==> src/rtl/alu_sequencer.sv <==
// Initiator-side controller for the 8-bit ALU: accepts a request, holds ALU
// inputs through the registered execute cycle, captures result/flags and returns them.
module alu_sequencer #(
  parameter int          DATA_W    = 8,
  parameter logic [3:0]  FLAG_MASK = 4'b1111,
  parameter logic [2:0]  CMP_OP    = 3'b101
) (
  input  logic              clk,
  input  logic              rst_n,
  input  logic              req_valid,
  output logic              req_ready,
  input  logic [2:0]        req_op,
  input  logic [DATA_W-1:0] req_a,
  input  logic [DATA_W-1:0] req_b,
  output logic              rsp_valid,
  input  logic              rsp_ready,
  output logic [DATA_W-1:0] rsp_data,
  output logic [3:0]        rsp_flags,
  output logic              rsp_wb,
  output logic [3:0]        flags_q,
  output logic              busy,
  output logic [DATA_W-1:0] alu_a,
  output logic [DATA_W-1:0] alu_b,
  output logic [2:0]        alu_op,
  output logic              alu_out_en,
  input  logic [DATA_W-1:0] alu_result,
  input  logic [3:0]        alu_flags
);

  typedef enum logic [1:0] {IDLE, EXEC, CAPT, RESP} state_e;

  state_e              state_q,     state_d;
  logic                req_ready_q, req_ready_d;
  logic [DATA_W-1:0]   alu_a_q,     alu_a_d;
  logic [DATA_W-1:0]   alu_b_q,     alu_b_d;
  logic [2:0]          alu_op_q,    alu_op_d;
  logic [DATA_W-1:0]   rsp_data_q,  rsp_data_d;
  logic [3:0]          rsp_flags_q, rsp_flags_d;
  logic                rsp_wb_q,    rsp_wb_d;
  logic [3:0]          flags_d;

  always_comb begin
    // NOTE: every variable gets its hold value first so no path leaves it unassigned (no latches).
    state_d     = state_q;
    alu_a_d     = alu_a_q;
    alu_b_d     = alu_b_q;
    alu_op_d    = alu_op_q;
    rsp_data_d  = rsp_data_q;
    rsp_flags_d = rsp_flags_q;
    rsp_wb_d    = rsp_wb_q;
    flags_d     = flags_q;

    unique case (state_q)
      IDLE: begin
        if (req_valid && req_ready_q) begin
          alu_a_d  = req_a;
          alu_b_d  = req_b;
          alu_op_d = req_op;
          state_d  = EXEC;
        end
      end
      EXEC: state_d = CAPT;
      CAPT: begin
        // alu_result is only driven by the ALU while alu_out_en is high, i.e. here.
        rsp_data_d  = alu_result;
        rsp_flags_d = alu_flags;
        rsp_wb_d    = (alu_op_q != CMP_OP);
        flags_d     = (flags_q & ~FLAG_MASK) | (alu_flags & FLAG_MASK);
        state_d     = RESP;
      end
      RESP: begin
        if (rsp_ready) state_d = IDLE;
      end
      default: state_d = IDLE;
    endcase

    // Registered so req_ready is low during reset and has no path from req_valid.
    req_ready_d = (state_d == IDLE);
  end

  // NOTE: state registers use non-blocking assignments so all flops update together at the edge.
  always_ff @(posedge clk or negedge rst_n) begin
    if (!rst_n) begin
      state_q     <= IDLE;
      req_ready_q <= 1'b0;
      alu_a_q     <= '0;
      alu_b_q     <= '0;
      alu_op_q    <= '0;
      rsp_data_q  <= '0;
      rsp_flags_q <= '0;
      rsp_wb_q    <= 1'b0;
      flags_q     <= '0;
    end else begin
      state_q     <= state_d;
      req_ready_q <= req_ready_d;
      alu_a_q     <= alu_a_d;
      alu_b_q     <= alu_b_d;
      alu_op_q    <= alu_op_d;
      rsp_data_q  <= rsp_data_d;
      rsp_flags_q <= rsp_flags_d;
      rsp_wb_q    <= rsp_wb_d;
      flags_q     <= flags_d;
    end
  end

  // Decoded from state alone, so reset releases the ALU bus immediately.
  assign alu_out_en = (state_q == CAPT);
  assign rsp_valid  = (state_q == RESP);
  assign busy       = (state_q != IDLE);
  assign req_ready  = req_ready_q;
  assign alu_a      = alu_a_q;
  assign alu_b      = alu_b_q;
  assign alu_op     = alu_op_q;
  assign rsp_data   = rsp_data_q;
  assign rsp_flags  = rsp_flags_q;
  assign rsp_wb     = rsp_wb_q;

endmodule
==> config.mk <==
export PLATFORM = sky130hd
export DESIGN_NAME = alu_sequencer
export DESIGN_NICKNAME = d
export VERILOG_FILES = /design/src/rtl/alu_sequencer.sv
export SDC_FILE = /design/constraint.sdc
export NUM_CORES = 1
export LEC_CHECK = 0
export CAP_MARGIN = 20
export CORE_AREA = 2 2 57 73
export CTS_CLUSTER_DIAMETER = 30
export DETAILED_ROUTE_END_ITERATION = 16
export DIE_AREA = 0 0 59 75
export PLACE_DENSITY_LB_ADDON = 0.12
export SYNTH_ARGS = -nofsm -noshare
export SYNTH_HDL_FRONTEND = slang
export SYNTH_SLANG_ARGS = --single-unit
==> constraint.sdc <==
create_clock -name clk -period 1.8 [get_ports clk]
set_input_delay 0.36 -clock clk [delete_from_list [all_inputs] [get_ports clk]]
set_output_delay 0.36 -clock clk [all_outputs]
set_load 0.1 [all_outputs]
Yosys cells after proc, flatten, opt, wreduce, memory -nomap -nowiden. Index checks and enable logic that the tools add are counted.

Register bits after elaboration: 35. Input bits: 35. Output and inout port bits: 40. Word-level logic and storage cells: 20.

Eq/ne operators: 4. Muxes and demuxes: 3. Reduce and logical (&&, ||, !) cells: 5.

Operator list (number): $pmux W2 S4 (1); $eq A2 B2 Y1 const B (2); $logic_not A2 Y1 (2); $mux W2 (2); $ne A3 B3 Y1 const B (1); $eq A2 B1 Y1 const B (1); $reduce_and A2 Y1 (1); $reduce_bool A2 Y1 (1); $logic_and A1 B1 Y1 (1).

Longest topological paths before layout.
Word-level depth: 4. Mapped depth: 4. Depth with buffers taken out: 2.

Worst setup path after synthesis. OpenSTA, ideal clock, no wires.

Kind: reg2reg. From: register req_ready_q (netlist: req_ready). To: register alu_op_q[0] (netlist: alu_op[0]). Setup time: 0.126 ns. Data arrival time: 1.924 ns. Required time: 1.674 ns. Slack: -0.251 ns. Stages on the path, launching flop included: 5. Path buffers: 2. Clock period less this slack: 2.051 ns. Path through: dfrtp_1 -> nor4bb_1 -> buf_4 -> buf_12 -> mux2_4.

Longest elaborated chain between the ends: 2.

Ends and longest elaborated chain: from (decl) (line 33) `logic req_ready_q, req_ready_d;`; from (signal assigned) (line 95) `req_ready_q <= req_ready_d;`; $logic_and A1 B1 Y1 (line 55) `if (req_valid && req_ready_q) begin`; $reduce_and A2 Y1 (no source line); to (signal assigned) (line 98) `alu_op_q <= alu_op_d;`; to (decl) (line 36) `logic [2:0] alu_op_q, alu_op_d;`.

No other way between the ends. A chain may end at the register's enable or synchronous reset.

Worst setup path after layout.
From: register state_q[1]. To: output alu_out_en.

Longest elaborated chain between the ends: 1.

Ends and longest elaborated chain: from (decl) (line 32) `state_e state_q, state_d;`; from (signal assigned) (line 94) `state_q <= state_d;`; $eq A2 B2 Y1 (line 107) `assign alu_out_en = (state_q == CAPT);`; to (decl) (line 25) `output logic alu_out_en,`.

No other way between the ends.

==> flow_summary.toml <==
[outcome]
outcome = "completed"

[worst_setup_path]
startpoint_type = "flop"
endpoint_kind = "output pin"
required_ns = 1.44
critPathKind = "reg -> out"
worstPathArrival_ns = 1.35
cp_max_fo = 14

[global_routing]
antenna_found_initial = 0
track_usage_pct = 15.7
grt_max_degree = 36
grt_pass1_vias = 1085
overflow = 0
grt_pass1_wl_mm = 5.07

[floorplan]
rows = 25
coreArea_um2 = 3690
ios = 75
die_width_um = 59
dieArea_um2 = 4430
die_h_um = 75
initial_core_util_pct = 38.4

[sta]
fin_skew_ns = 0.00352
finalSetupViolations = 0
setup_tns_ns = 0
slew_violations = 0
rsz0062_at_grt = "no"
relSlewSlack_pct = 50.2
period_needed_ns = 1.71
tightest_slew_ns = 0.747
finalHoldViolCount = 0
fmax_mhz = 586
fin_crit_sh_pct = 94.8

[route]
drtIter0Drc = 7
route.detailed.drc = 0
viasPerCell = 4.82
wl_mm = 3.07
drt_first_pass_iters = 4
ant_nets = 0
dr_total_vias = 979
wl_per_cell_um = 15.1

[yosys]
synth_most_common_cell = "dfrtp_1"
ys_types = 16
ys_ff_latch = 35
synth_nets = 122
synth_edf_count = 0
synth_warnings = 0
yosysTopAreaCell = "dfrtp_1"
syn_area_um2 = 1420
synth_commonest_cells = "dfrtp_1 (35), mux2_2 (22), mux2_4 (10)"
synth_cells = 87
yosysSeqAreaShare_pct = 61.8
avgSynthCellArea_um2 = 16.3
synth.area.top_cells = "dfrtp_1 (62%), mux2_2 (17%), mux2_4 (11%)"
synth_top_cell_area_share_pct = 61.8
ys.flop_type = "dfrtp_1"
async_flop_share_pct = 100

[clock_tree]
cts_made_buffers = 5
cts.path.max_buffers = 2
clock_sinks = 35
cts_tree = "yes"
htreeDepth = 2
clk_latency_ns = 0.28
post_cts_buffers = 0
path_clk_slew_ns = 0.07
cts_resized = 0
cts_root_buffer = "clkbuf_8"
hold_buffers = 0

[final_layout]
fillCellCount = 257
antenna_cells = 0
final_nets = 197
layout-drive-gt1-share_pct = 52.1
syn2layout_area_growth_pct = 88.9

[place]
gp_congestion = 0.699
portBuffers = 74
hpwl_mm = 2.41

[flow_run]
max_cap_viol_count = 0

[hold_path]
hp-class = "in -> async"
## layout by cell type, fill, tap and decap left out
master and count:
mux2_4 10, o22ai_1 1, inv_1 1, or2_2 1
nand3_1 1, clkbuf_1 1, a21oi_1 1, nor4bb_4 1
clkdlybuf4s50_1 33, nor2b_1 1, clkbuf_8 7, dfrtp_2 1
o21ai_0 1, buf_4 1, dfrtp_1 34, buf_2 1
mux2_2 22, nand3b_1 1, buf_12 41, and2_1 3
## sequential cells by signal (all words and copies together) (netlist names)
name,cells
alu_b,8
req_ready,1
rsp_wb,1
rsp_data,8
rsp_flags,4
alu_op,3
state_q,2
alu_a,8
## worst max-delay path: stages, from the launching register on
cell     delay [ns]
dfrtp_1        0.47
nor2b_1        0.16
buf_4          0.23
buf_12         0.20
## final cells by class
cell class,count,area (µm²),share of cell area (%)
timing repair buffer,76,1160,43.5
inverter,1,3.75,0.140
tap,40,50.0,1.87
multi-input combinational,43,483,18.0
clock buffer,8,100,3.74
sequential,35,877,32.8
## final timing paths
path,startpoint,to,slack [ns],cells after the start
min,rst_n,rsp_data[0],0.14,1
max,state_q[1],alu_out_en,0.09,3
min in group clk,rsp_data[4],rsp_data[4],0.58,1
max in group asynchronous,rst_n,req_ready,1.13,1
min reg2reg,rsp_data[4],rsp_data[4],0.58,1
max reg2reg,state_q[0],alu_a[2],0.30,3
## stage by stage
stage	utilization (%)	cells	hold WS, ns	worst slack (ns)	cell area (µm²)
floorplan	-	87	0.0644	0.0291	1420
global placement	69.8	195	0.462	0.00287	2580
detailed placement	69.8	195	0.475	-0.0264	2580
CTS	72.5	203	0.173	0.0754	2680
global route	72.5	203	0.207	0.0252	2680
finish	72.5	203	0.145	0.0932	2680
## metal layers
layer / track usage, % / share of wire, % / up-vias
met2: 26.4 / 51 / 55
met4: 6.06 / 1.4 / 0
met1: 18.1 / 38 / 474
met3: 5.84 / 9.7 / 4
met5: 0 / 0 / -
li1: - / - / 446
## logic make-up (layout without fill, tap and decap cells)
| kind of cell | Yosys count | count (layout) | share of synthesized area (%) |
|---|---|---|---|
| simple gates | 8 | 8 | 3.80 |
| flops | 35 | 35 | 61.8 |
| buf+inv | 9 | 85 | 5.21 |
| compound gates | 3 | 3 | 1.15 |
| mux | 32 | 32 | 28.1 |
Power is not shown: default switching activity piles up to over one toggle a cycle in this logic, so the estimate is an artifact.
